==> src/rtl/hub75_rx_capture.sv <==
// hub75_rx_capture: panel-side HUB75 receiver. Synchronises the bus into clk,
// rebuilds each latched row from the SCLK shifts and drains it as pixel
// writes (upper half first, then lower half) into a frame-buffer memory.
// Optional OE-on-time monitor: define HUB75_OE_MONITOR_EN.
//
// state | meaning
// IDLE  | waiting for a latch with exactly COLS shifts
// DRAIN | one pixel write per cycle, 2*COLS cycles
// DONE  | one cycle; frame_done pulses when the drained row was the last one
module hub75_rx_capture #(
    parameter int COLS        = 32,
    parameter int ROWS_HALF   = 16,
    parameter int SYNC_STAGES = 2
) (
    input  logic        clk,
    input  logic        rst,
    input  logic        SCLK,
    input  logic        LAT,
    input  logic        OE,
    input  logic        A,
    input  logic        B,
    input  logic        C,
    input  logic        D,
    input  logic        R0,
    input  logic        G0,
    input  logic        B0,
    input  logic        R1,
    input  logic        G1,
    input  logic        B1,
    output logic        pix_we,
    output logic [9:0]  pix_addr,
    output logic [2:0]  pix_rgb,
    output logic        frame_done,
    output logic        col_err,
    output logic        ovr_err,
    output logic [15:0] oe_on_cycles
);

    localparam int NSYNC  = 13;
    localparam int CNT_W  = $clog2(COLS + 2);
    localparam int SLOT_W = $clog2(COLS);
    localparam int DRN_W  = $clog2(2 * COLS);
    localparam int LINE_W = $clog2(2 * ROWS_HALF);

    typedef enum logic [1:0] {IDLE, DRAIN, DONE} state_t;

    state_t             state_q, state_d;
    logic [DRN_W-1:0]   drn_q, drn_d;

    logic [NSYNC-1:0]   sync_q [SYNC_STAGES];
    logic [NSYNC-1:0]   bus_s;
    logic               sclk_s, lat_s, oe_s;
    logic [3:0]         row_in;
    logic [5:0]         word_in;
    logic               sclk_prev_q, lat_prev_q;
    logic               sclk_rise, lat_rise;

    logic [5:0]         shift_buf_q [COLS];
    logic [5:0]         shift_buf_d [COLS];
    logic [5:0]         drain_buf_q [COLS];
    logic [CNT_W-1:0]   shift_cnt_q, shift_cnt_d, shift_cnt_eff;
    logic [3:0]         row_q;
    logic               row_ok, lat_take, lat_ovr, lat_bad;
    logic               col_err_q, ovr_err_q;

    logic               lower;
    logic [SLOT_W-1:0]  col;
    logic [5:0]         rd_word;
    logic [LINE_W-1:0]  line;
    logic [9:0]         addr_live, addr_hold_q;
    logic [2:0]         rgb_live, rgb_hold_q;

    assign bus_s   = sync_q[SYNC_STAGES-1];
    assign sclk_s  = bus_s[12];
    assign lat_s   = bus_s[11];
    assign oe_s    = bus_s[10];
    assign row_in  = bus_s[9:6];
    assign word_in = bus_s[5:0];

    assign sclk_rise = sclk_s & ~sclk_prev_q;
    assign lat_rise  = lat_s & ~lat_prev_q;

    // Synchronise every bus input and keep the previous samples for edge detection
    always_ff @(posedge clk or posedge rst) begin
        if (rst) begin
            for (int i = 0; i < SYNC_STAGES; i++) sync_q[i] <= '0;
            sclk_prev_q <= 1'b0;
            lat_prev_q  <= 1'b0;
        end else begin
            sync_q[0] <= {SCLK, LAT, OE, D, C, B, A, R0, G0, B0, R1, G1, B1};
            for (int i = 1; i < SYNC_STAGES; i++) sync_q[i] <= sync_q[i-1];
            sclk_prev_q <= sclk_s;
            lat_prev_q  <= lat_s;
        end
    end

    // Apply a same-cycle shift before judging the latch, then classify the latch
    always_comb begin
        shift_buf_d   = shift_buf_q;
        shift_cnt_eff = shift_cnt_q;
        if (sclk_rise) begin
            if (shift_cnt_q < CNT_W'(COLS))
                shift_buf_d[shift_cnt_q[SLOT_W-1:0]] = word_in;
            if (shift_cnt_q < CNT_W'(COLS + 1))
                shift_cnt_eff = shift_cnt_q + CNT_W'(1);
        end
        shift_cnt_d = lat_rise ? '0 : shift_cnt_eff;
        row_ok      = lat_rise && (shift_cnt_eff == CNT_W'(COLS));
        lat_take    = row_ok && (state_q == IDLE);
        lat_ovr     = row_ok && (state_q != IDLE);
        lat_bad     = lat_rise && !row_ok;
    end

    // Shift buffer, drain-buffer snapshot on an accepted latch, error pulses
    always_ff @(posedge clk or posedge rst) begin
        if (rst) begin
            for (int i = 0; i < COLS; i++) begin
                shift_buf_q[i] <= '0;
                drain_buf_q[i] <= '0;
            end
            shift_cnt_q <= '0;
            row_q       <= '0;
            col_err_q   <= 1'b0;
            ovr_err_q   <= 1'b0;
        end else begin
            shift_buf_q <= shift_buf_d;
            shift_cnt_q <= shift_cnt_d;
            if (lat_take) begin
                drain_buf_q <= shift_buf_d;
                row_q       <= row_in;
            end
            col_err_q <= lat_bad;
            ovr_err_q <= lat_ovr;
        end
    end

    // FSM state and drain counter
    always_ff @(posedge clk or posedge rst) begin
        if (rst) begin
            state_q <= IDLE;
            drn_q   <= '0;
        end else begin
            state_q <= state_d;
            drn_q   <= drn_d;
        end
    end

    // FSM next state, write strobe and frame pulse
    always_comb begin
        state_d    = state_q;
        drn_d      = drn_q;
        pix_we     = 1'b0;
        frame_done = 1'b0;
        case (state_q)
            IDLE: begin
                if (lat_take) begin
                    state_d = DRAIN;
                    drn_d   = '0;
                end
            end
            DRAIN: begin
                pix_we = 1'b1;
                if (drn_q == DRN_W'(2 * COLS - 1)) state_d = DONE;
                else drn_d = drn_q + DRN_W'(1);
            end
            DONE: begin
                frame_done = (row_q == 4'(ROWS_HALF - 1));
                state_d    = IDLE;
            end
            default: state_d = IDLE;
        endcase
    end

    // Drain address/colour; shift k sits in column COLS-1-k
    always_comb begin
        lower     = (drn_q >= DRN_W'(COLS));
        col       = lower ? SLOT_W'(drn_q - DRN_W'(COLS)) : SLOT_W'(drn_q);
        rd_word   = drain_buf_q[SLOT_W'(COLS - 1) - col];
        line      = lower ? LINE_W'(row_q) + LINE_W'(ROWS_HALF) : LINE_W'(row_q);
        addr_live = 10'(line) * 10'(COLS) + 10'(col);
        rgb_live  = lower ? rd_word[2:0] : rd_word[5:3];
    end

    // Remember the last written pixel so the bus holds between bursts
    always_ff @(posedge clk or posedge rst) begin
        if (rst) begin
            addr_hold_q <= '0;
            rgb_hold_q  <= '0;
        end else if (state_q == DRAIN) begin
            addr_hold_q <= addr_live;
            rgb_hold_q  <= rgb_live;
        end
    end

    assign pix_addr = (state_q == DRAIN) ? addr_live : addr_hold_q;
    assign pix_rgb  = (state_q == DRAIN) ? rgb_live  : rgb_hold_q;
    assign col_err  = col_err_q;
    assign ovr_err  = ovr_err_q;

`ifdef HUB75_OE_MONITOR_EN
    logic [15:0] oe_cnt_q, oe_last_q;

    // Count OE-low cycles per row period; publish and restart on every latch
    always_ff @(posedge clk or posedge rst) begin
        if (rst) begin
            oe_cnt_q  <= '0;
            oe_last_q <= '0;
        end else if (lat_rise) begin
            oe_last_q <= oe_cnt_q;
            oe_cnt_q  <= '0;
        end else if (!oe_s && oe_cnt_q != 16'hFFFF) begin
            oe_cnt_q <= oe_cnt_q + 16'd1;
        end
    end

    assign oe_on_cycles = oe_last_q;
`else
    logic unused_oe;
    assign unused_oe    = oe_s;
    assign oe_on_cycles = '0;
`endif

endmodule

==> config.mk <==
export PLATFORM = sky130hd
export DESIGN_NAME = hub75_rx_capture
export DESIGN_NICKNAME = d
export VERILOG_FILES = /design/src/rtl/hub75_rx_capture.sv
export SDC_FILE = /design/constraint.sdc
export NUM_CORES = 1
export LEC_CHECK = 0
export CAP_MARGIN = 20
export CORE_ASPECT_RATIO = 0.6
export CORE_MARGIN = 2
export CORE_UTILIZATION = 35
export CTS_CLUSTER_DIAMETER = 30
export DETAILED_ROUTE_END_ITERATION = 6
export HOLD_SLACK_MARGIN = 0.1
export PLACE_DENSITY_LB_ADDON = 0.1
export SYNTH_ARGS = -nofsm -noshare
export SYNTH_HDL_FRONTEND = slang
export SYNTH_SLANG_ARGS = --single-unit
==> constraint.sdc <==
create_clock -name clk -period 16.4 [get_ports clk]
set_clock_uncertainty 0.2 [all_clocks]
set_input_delay 3.28 -clock clk [delete_from_list [all_inputs] [get_ports clk]]
set_output_delay 3.28 -clock clk [all_outputs]
set_load 0.03 [all_outputs]
==> results.md, run 1 <==
- Outcome: finished, final reports clean
- Tmin final: 8200 ps
- Number of detailed-route iterations in the first pass: 5
- Rel. slew slack: 0.303
- Core ar.: 54,600 um^2
- P per Cell Area: approximately 130 nW/um^2
- Post-Place Worst Slack: 8690 ps
- Clock tree buffer depth: 3
- Crit path DAT: roughly 4700 ps
- Synth Instances: 1,230
- CTS clk-pin slew, worst paths: 50 ps
- Max Slew Vio Count: 0
- FFs w/ async S/R, synth: 1.00
- Total Wirelength: 46.1 mm
- Post-DP HPWL: 26.7 mm
- Static leakage power: 0.0107 uW
- CTS Sinks: 443
- Vias per cell: 4.86
- Cell Area, Synth: 19,500 um^2
- FMAX: 0.122 GHz
- GPL Wtd Cong: around 0.75
- Worst Tran Pin Value: about 1000 ps
- Setup CP Type: flip-flop to primary output
- Share of layout cells above drive strength 1: 0.457
- Setup Fix Bufs, Post-CTS: 0
- # port buffers: 30
- Crit start category: flip-flop
- Synth area leaders: dfrtp_1 57%, mux2_4 15%, mux2_2 13%
- Share of the synthesized area in the top cell type: 0.570
- Layout net count: 1,309
- CTS tree: yes
- Die ar.: 57,600 um^2
- Vias in the first global route: 11,091
- Die H: 187 um
- Required @ worst endpoint: 12,920 ps
- Synthesized area per cell: around 16 um^2
- Largest net degree at the start of global routing: 173
- CP Max Fanout: 46
- Top_reg_cell synth: dfrtp_1
- Hold Fails Final Rpt: 0
- RSZ-0062 raised after global routing: false
- Initial DRC Count: roughly 630
- Worst VDD drop: around 77 uV
- Final WS setup: around 8200 ps
- Total negative slack: 0 ps
- All-layer global routing usage: 0.166
- DRC: 0
- Latest clock arrival within the worst-skew pair: 620 ps
- First-pass GRT wire length: 72.3 mm
- Seq/Total Area, Yosys: 0.570
- Cts hold-fix bufs: 0
- Yosys cell types: 52
- Post-cts gate resize count: 0
- Final ANT Viol Nets: 0
- Die X: 308 um
- Count of final setup violators: 0
- Warnings, synthesis: 0
- TritonCTS Buffers: 81
- Max-Cap Viols: 0
- Initial antenna violation count: 0
- DR WL/cell: approximately 22 um
- HP Class: flip-flop to flip-flop
- Root Driver: clkbuf_16
- Initial Util: 0.357
- H-tree Lvls: 3
- I/O pin total: 48
- Gr ovfl total: 0
- Top cells by count, synth: 443 x dfrtp_1, 222 x mux2_2, 196 x mux2_4
- Post-synth EDFFs: 0
- P&R area growth vs syn: 17.9%
- CP endpoint kind: primary output
- Synth area leader: dfrtp_1
- #FFs+latches synth: 443
- Via count: 10,223
- Cell Rows: between 60 and 70
- Fin crit share: 0.500
- Most frequent cell after synthesis: dfrtp_1
==> layout by cell type (no fill, tap or decap), types with 3 or more instances in the layout <==
cell,instances
dfrtp_1,438
mux2_2,222
mux2_4,196
clkbuf_16,81
nand2_1,69
mux4_2,31
clkdlybuf4s50_1,30
nor2_1,28
conb_1,16
nor3_1,15
o22ai_1,13
nor2b_1,12
o21ai_0,12
clkinv_2,12
clkinvlp_4,12
nand2b_1,11
mux2i_1,10
clkbuf_1,10
buf_4,10
inv_6,9
clkbuf_8,8
and2_1,7
inv_1,7
a211oi_1,7
a21oi_1,6
ha_1,6
clkinv_4,5
bufinv_16,5
nand3_1,4
a32oi_1,4
dfrtp_2,4
clkinv_8,4
nor3b_1,3
nand3b_1,3
nor4_1,3
o31ai_1,3
inv_16,3
buf_12,3
==> through the flow <==
stage | hold slack [ps] | utilization | instance area (um^2) | std cells | total power, uW
floorplan | 131 | - | 19500 | 1245 | 1250
global placement | 133 | 0.369 | 20200 | 1951 | 1270
detailed placement | 135 | 0.369 | 20200 | 1951 | 1280
CTS | 148 | 0.419 | 22900 | 2101 | 2960
global route | 151 | 0.420 | 22900 | 2103 | 3030
finish | 146 | 0.420 | 22900 | 2104 | 2910
==> power breakdown <==
part	switching, uW	internal (uW)	total [uW]	leakage (uW)
clock network	615	1040	1660	0.00131
registers	17.2	1130	1150	0.00608
logic	64.6	41.2	106	0.00331
==> registers in the layout (all words and copies together) (netlist names) <==
register and count:
lat_prev_q 1, shift_buf_q 192, rgb_hold_q 3, state_q 2, bus_s 12, addr_hold_q 10, drn_q 6, col_err 1
drain_buf_q 192, sclk_prev_q 1, row_q 4, sync_q 12, ovr_err 1, shift_cnt_q 6
==> kinds of logic after synthesis <==
kind of cell,Yosys count,share of synthesized area
AOI/OAI and AO/OA,60,0.0230
xor gates and xnor gates,2,0.000900
adders and majority gates,6,0.00386
buffers and inverters,93,0.0400
DFF,443,0.570
muxes,459,0.321
other,1,0.000193
and+or+nand+nor,166,0.0418
==> cell type report <==
type	instances	area [um^2]
Fill cell	4945	31600
Inverter	8	37.5
Clock inverter	51	559
Clock buffer	99	2170
Multi-Input combinational cell	709	7650
Antenna cell	1	2.50
Tap cell	748	936
Timing Repair Buffer	45	490
Sequential cell	443	11100
==> path summary, 6_finish.rpt <==
path | slack [ps] | cells past startpoint | end | startpoint
max | 8200 | 7 | pix_rgb[1] | drn_q[0]$_DFFE_PP0P_
min | 150 | 0 | bus_s[9]$_DFF_PP0_ | sync_q[22]$_DFF_PP0_
max reg2reg | 12570 | 6 | rgb_hold_q[2]$_DFF_PP0_ | drn_q[0]$_DFFE_PP0P_
min reg2reg | 150 | 0 | bus_s[9]$_DFF_PP0_ | sync_q[22]$_DFF_PP0_
max in group asynchronous | 10900 | 5 | shift_buf_q[27]$_DFF_PP0_ | rst
min in group asynchronous | 3040 | 2 | shift_buf_q[181]$_DFF_PP0_ | rst
==> per-layer routing <==
metal,vias to the layer above,global-route usage,wire [um]
met5,-,0,0
met4,0,0.0450,818
met3,75,0.0402,1950
met2,177,0.216,18200
met1,5432,0.268,25100
li1,4539,-,-
==> critical path, cell delays in order (launching register included) <==
cell	delay, ps
dfrtp_4	900
buf_4	700
mux2_2	290
o22ai_1	120
nor3_1	420
a211oi_1	140
o311ai_0	660
clkdlybuf4s50_1	800
Note: power is estimated with default switching activity, not from simulation.
==> inputs of run 2 (changes only) <==
- clock period: 16.4 -> 7.9 ns (I/O delays scaled with it)
==> run 2 against run 1 <==
Against the previous run:
- sequential share of layout area shrank 0.49 points
- first-iteration DRC count grew 4.3%
- global-route usage increased by 0.27 points
- via count increased by 0.34%
- worst setup slack lost 6500 ps
- total power is 120% higher
- combinational power rose by 110%
- register-to-register slack got worse by 8300 ps
- die area unchanged
- sequential power grew 110%
- flip-flop and latch count unchanged
- critical endpoint unchanged
- largest power group unchanged
==> results.md, run 2 (same netlist as run 1, synthesis figures left out) <==
- Outcome: finished, final reports clean
- GPL Wtd Cong: 0.803 (+6.7%)
- Share of layout cells above drive strength 1: 0.463 (+0.00573)
- Largest stage delay, worst path: 960 ps (+60 ps)
- Register-to-Register Setup Slack: 4270 ps (-8300 ps)
- Count of final setup violators: 0 (unchanged)
- Crit path DAT: 4410 ps (-310 ps)
- Initial Util: 0.357 (unchanged)
- CTS Sinks: 443 (unchanged)
- Initial DRC Count: 656 (+4.3%)
- Clock tree buffer depth: 3 (unchanged)
- Fin util: 0.425 (+0.00422)
- P&R area growth vs syn: 19.1%
- Static leakage power: 0.0108 uW (+1.2%)
- Setup Fix Bufs, Post-CTS: 0 (unchanged)
- CP max stage cell: dfrtp_4
- Post-cts gate resize count: 0 (unchanged)
- Crit-path cells: buf_4 > mux4_2 > mux2i_1 > nand2_1 > nand4_1 > o311ai_0 > clkdlybuf4s50_1
- CTS tree: yes
- Die ar.: 57,600 um^2 (unchanged)
- Worst VDD drop: 166 uV (+120%)
- Fin crit share: 0.784
- Largest net degree at the start of global routing: 139 (-20%)
- Die X: 308 um (unchanged)
- Max Slew Vio Count: 0 (unchanged)
- P per Cell Area: 273 nW/um^2 (+110%)
- I/O pin total: 48 (unchanged)
- Worst Tran Pin Value: 981 ps (-64.7 ps)
- Required @ worst endpoint: 6120 ps (-6800 ps)
- Gr ovfl total: 0 (unchanged)
- Commonest non-fill, non-tap cell in the layout: dfrtp_1
- Layout net count: 1,314 (+0.38%)
- Final ANT Viol Nets: 0 (unchanged)
- Cts hold-fix bufs: 0 (unchanged)
- RSZ-0062 raised after global routing: false
- Crit start category: flip-flop
- Die H: 187 um (unchanged)
- First-pass GRT wire length: 73.0 mm (+0.94%)
- Rel. slew slack: 0.346 (+0.0431)
- Placed instance area: 20,200 um^2 (+0.20%)
- HP Class: flip-flop to flip-flop
- CP Max Fanout: 50 (+8.7%)
- Latest clock arrival within the worst-skew pair: 610 ps (about the same)
- CTS clk-pin slew, worst paths: 60 ps (about the same)
- CP endpoint kind: primary output
- Post-DP HPWL: 28.5 mm (+6.6%)
- Setup CP Type: flip-flop to primary output
- Core ar.: 54,600 um^2 (unchanged)
- Max-Cap Viols: 0 (unchanged)
- DRC: 0 (unchanged)
- Via count: 10,258 (+0.34%)
- Initial antenna violation count: 1 (+1)
- FMAX: 0.161 GHz
- Overall Power: 6320 uW (+120%)
- Largest regs: drain_buf_q (192), shift_buf_q (192)
- Total negative slack: 0 ps (unchanged)
- TritonCTS Buffers: 82 (+1.2%)
- H-tree Lvls: 3 (unchanged)
- Total Wirelength: 47.1 mm (+2.3%)
- Number of detailed-route iterations in the first pass: 5 (unchanged)
- DR WL/cell: 22.3 um (+2.0%)
- Vias per cell: 4.86 (about the same)
- # port buffers: 30 (unchanged)
- All-layer global routing usage: 0.169 (+0.00271)
- Cell Rows: 66 (unchanged)
- Hold Fails Final Rpt: 0 (unchanged)
- Fin area: 23,200 um^2 (+1.0%)
- Tmin final: 6190 ps
- Most frequent cells in the layout: 439 x dfrtp_1, 222 x mux2_2, 196 x mux2_4
- Root Driver: clkbuf_16
- Vias in the first global route: 10,994 (-0.87%)
-- run 2: critical path, delay by kind of cell, from the launching register on --
family	cells	cell delay [ps]
mux	2	1050
flops	1	960
buf+inv	2	1220
compound gates	1	270
simple gates	2	260
-- run 2: area by class of cell --
| class | count | area, um^2 |
|---|---|---|
| Sequential cell | 443 | 11100 |
| Timing Repair Buffer | 49 | 480 |
| Multi-Input combinational cell | 709 | 7650 |
| Fill cell | 4896 | 31400 |
| Inverter | 8 | 33.8 |
| Clock inverter | 49 | 663 |
| Clock buffer | 104 | 2320 |
| Antenna cell | 1 | 2.50 |
| Tap cell | 748 | 936 |
-- run 2: power breakdown --
group | internal [uW] | total [uW] | leakage, uW | switching [uW]
Clock | 2450 | 3710 | 0.00144 | 1250
Sequential | 2360 | 2390 | 0.00608 | 36.1
Combinational | 84.4 | 221 | 0.00331 | 137
-- run 2: worst paths after layout --
path                                     startpoint                           to  depth (start not counted)
max                            drn_q[0]$_DFFE_PP0P_                   pix_rgb[1]                          7
min                            sync_q[18]$_DFF_PP0_           bus_s[5]$_DFF_PP0_                          0
max reg2reg                shift_cnt_q[0]$_DFF_PP0_  drain_buf_q[30]$_DFFE_PP0P_                          8
min reg2reg                    sync_q[18]$_DFF_PP0_           bus_s[5]$_DFF_PP0_                          0
max in group asynchronous                       rst    shift_buf_q[15]$_DFF_PP0_                          4
min in group asynchronous                       rst   shift_buf_q[132]$_DFF_PP0_                          2
-- run 2: per-layer routing --
layer | vias to the layer above | share of wire | routed length [um] | global-route usage
met4 | 0 | 0.018 | 870 | 0.0458
met5 | - | 0 | 0 | 0
met3 | 79 | 0.049 | 2300 | 0.0386
met1 | 5412 | 0.55 | 26100 | 0.283
li1 | 4541 | - | - | -
met2 | 226 | 0.38 | 17900 | 0.209
-- run 2: per-stage QoR --
stage,worst slack (ps),cells,hold WS (ps)
floorplan,133,1245,131
global placement,2210,1957,133
detailed placement,2250,1957,135
CTS,1570,2110,148
global route,1510,2110,153
finish,1710,2111,144
==> inputs of run 3 (changes only) <==
- clock period: 7.9 -> 5.2 ns (I/O delays scaled with it)
==> run 3 against run 2 <==
Against the previous run:
- register-to-register slack worse by 2600 ps
- sequential share of layout area down 0.34 points
- cell area up 0.72%
- largest cell class unchanged
- sequential power grew 52%
- global-route usage grew 0.083 points
==> results.md, run 3 (same netlist as run 1, synthesis figures left out) <==
- Largest regs: drain_buf_q (192), shift_buf_q (192)
- Initial Util: 0.357 (unchanged)
- Final ANT Viol Nets: 0 (unchanged)
- Required @ worst endpoint: 3960 ps (-2160 ps)
- FMAX: between 0.2 and 0.25 GHz
- Root Driver: clkbuf_16
- HP Class: flip-flop to flip-flop
- Initial antenna violation count: 0 (-1)
- Worst VDD drop: 248 uV (+49%)
- Crit start category: flip-flop
- Final Non-Filler Cells: 2,116 (+0.24%)
- Max Slew Vio Count: 0 (unchanged)
- Post-Place Worst Slack: 705 ps (-1550 ps)
- Antenna Cells: 0 (-1)
- Commonest non-fill, non-tap cell in the layout: dfrtp_1
- First-pass GRT wire length: 73.0 mm (about the same)
- Most frequent cells in the layout: 438 x dfrtp_1, 222 x mux2_2, 196 x mux2_4
- Register-to-Register Setup Slack: 1620 ps (-2650 ps)
- Core ar.: 54,600 um^2 (unchanged)
- Hold Fails Final Rpt: 0 (unchanged)
- Final hold slack: 145 ps (+1.09 ps)
- Placed cells: 1,963 (+0.31%)
- H-tree Lvls: 3 (unchanged)
- Post-DP HPWL: 29.0 mm (+1.9%)
- Gr ovfl total: 0 (unchanged)
- Reg2reg start: shift_cnt_q[0]$_DFF_PP0_
- Clock tree buffer depth: 3 (unchanged)
- Hold wc startpoint: sync_q[16]$_DFF_PP0_
- Share of layout cells above drive strength 1: 0.463 (about the same)
- Tmin final: 4960 ps
- CP max stage cell: dfrtp_4
- CTS tree: yes
- Initial DRC Count: 580 (-12%)
- P&R area growth vs syn: 20.0%
- Fin crit share: 0.954
- Number of detailed-route iterations in the first pass: 4 (-1)
- Crit-path cells: buf_4 > mux4_2 > mux2i_1 > nor3_1 > nor4_1 > o31ai_1 > clkdlybuf4s50_1
- Setup CP Type: flip-flop to primary output
- I/O pin total: 48 (unchanged)
- Die H: 187 um (unchanged)
- GPL Wtd Cong: 0.791 (-1.6%)
- Static leakage power: 0.0109 uW (+0.81%)
- Largest net degree at the start of global routing: 117 (-16%)
- Rel. slew slack: 0.353 (+0.00692)
- Total Wirelength: 47.4 mm (+0.45%)
- CTS clk-pin slew, worst paths: 50 ps (about the same)
- Vias in the first global route: 10,934 (-0.55%)
- Vias per cell: 4.83 (-0.62%)
- Largest stage delay, worst path: 650 ps (-310 ps)
- Via count: 10,219 (-0.38%)
- CP Max Fanout: 13 (-74%)
- Die ar.: 57,600 um^2 (unchanged)
- Worst Hold End: bus_s[3]$_DFF_PP0_
- Layout net count: 1,321 (+0.53%)
- Cell Rows: 66 (unchanged)
- P per Cell Area: 416 nW/um^2 (+53%)
- Overall Power: 9720 uW (+54%)
- DR WL/cell: 22.4 um (+0.21%)
- Crit Reg-Reg Endpoint: drain_buf_q[133]$_DFFE_PP0P_
- Outcome: finished, final reports clean
- RSZ-0062 raised after global routing: false
- Latest clock arrival within the worst-skew pair: 600 ps (about the same)
- Final WS setup: 239 ps (-1470 ps)
- CTS Sinks: 443 (unchanged)
- TritonCTS Buffers: 82 (unchanged)
- Worst hold stages: 0 (unchanged)
- All-layer global routing usage: 0.170 (+0.000829)
- DRC: 0 (unchanged)
- Crit path DAT: 3720 ps (-690 ps)
- Die X: 308 um (unchanged)
- Max-Cap Viols: 0 (unchanged)
- # port buffers: 30 (unchanged)
- CP endpoint kind: primary output
- FF-to-FF path depth: 8 (unchanged)
- Worst Tran Pin Value: 970 ps (-10.4 ps)
- Count of final setup violators: 0 (unchanged)
==> run 3: cell count changes in the layout (fill, tap and decap cells not counted), sizes merged <==
cell / delta
buf: +7
clkinv: -5
bufinv: +4
clkinvlp: -3
inv: +2
clkbuf: +1
diode: -1
==> run 3: worst max-delay path: cells and delay by family, from the launching register on <==
family                 cells  cell delay (ps)
AOI/OAI and AO/OA          1              190
buffers and inverters      2              950
DFF                        1              650
muxes                      2              740
and+or+nand+nor            2              590
==> run 3: area by class of cell <==
cell class                 count  area (um^2)
multi-input combinational    709         7650
timing repair buffer          56          616
fill                        4867        31200
clock inverter                47          677
inverter                       8         33.8
tap                          748          936
sequential                   443        11100
clock buffer                 105         2330
==> run 3: what timing repair did <==
action / CTS / global route
resized for setup: 0 / 0
hold buffers: 0 / 0
setup endpoints to repair: 0 / 2
buffers inserted: 0 / 1
==> run 3: per-stage QoR <==
| step | setup TNS (ps) | area [um^2] | utilization |
|---|---|---|---|
| floorplan | -898050 | 19500 | - |
| finish | 0 | 23300 | 0.428 |
| CTS | 0 | 23300 | 0.427 |
| global route | 0 | 23300 | 0.428 |
| global placement | 0 | 20300 | 0.372 |
| detailed placement | 0 | 20300 | 0.372 |
==> run 3: how the worst max path moves through the flow <==
stage,start,endpoint,slack (ps),cells after the start
after floorplan,rst,addr_hold_q[0]$_DFF_PP0_,-2030,1
after global placement,drn_q[0]$_DFFE_PP0P_,pix_rgb[0],700,7
after detailed placement,drn_q[0]$_DFFE_PP0P_,pix_rgb[2],710,7
after CTS,drn_q[0]$_DFFE_PP0P_,pix_rgb[2],60,7
after global routing,drn_q[1]$_DFFE_PP0P_,pix_rgb[1],30,7
final,drn_q[0]$_DFFE_PP0P_,pix_rgb[2],240,7
==> run 3: layer usage <==
| metal | global-route usage | vias to the layer above | share of wire |
|---|---|---|---|
| li1 | - | 4550 | - |
| met1 | 0.288 | 5411 | 0.57 |
| met2 | 0.210 | 187 | 0.38 |
| met3 | 0.0358 | 71 | 0.039 |
| met4 | 0.0417 | 0 | 0.016 |
| met5 | 0 | - | 0 |
==> run 3: power breakdown <==
part	internal, uW	switching [uW]
Clock	3930	1820
Sequential	3580	58.5
Combinational	134	203
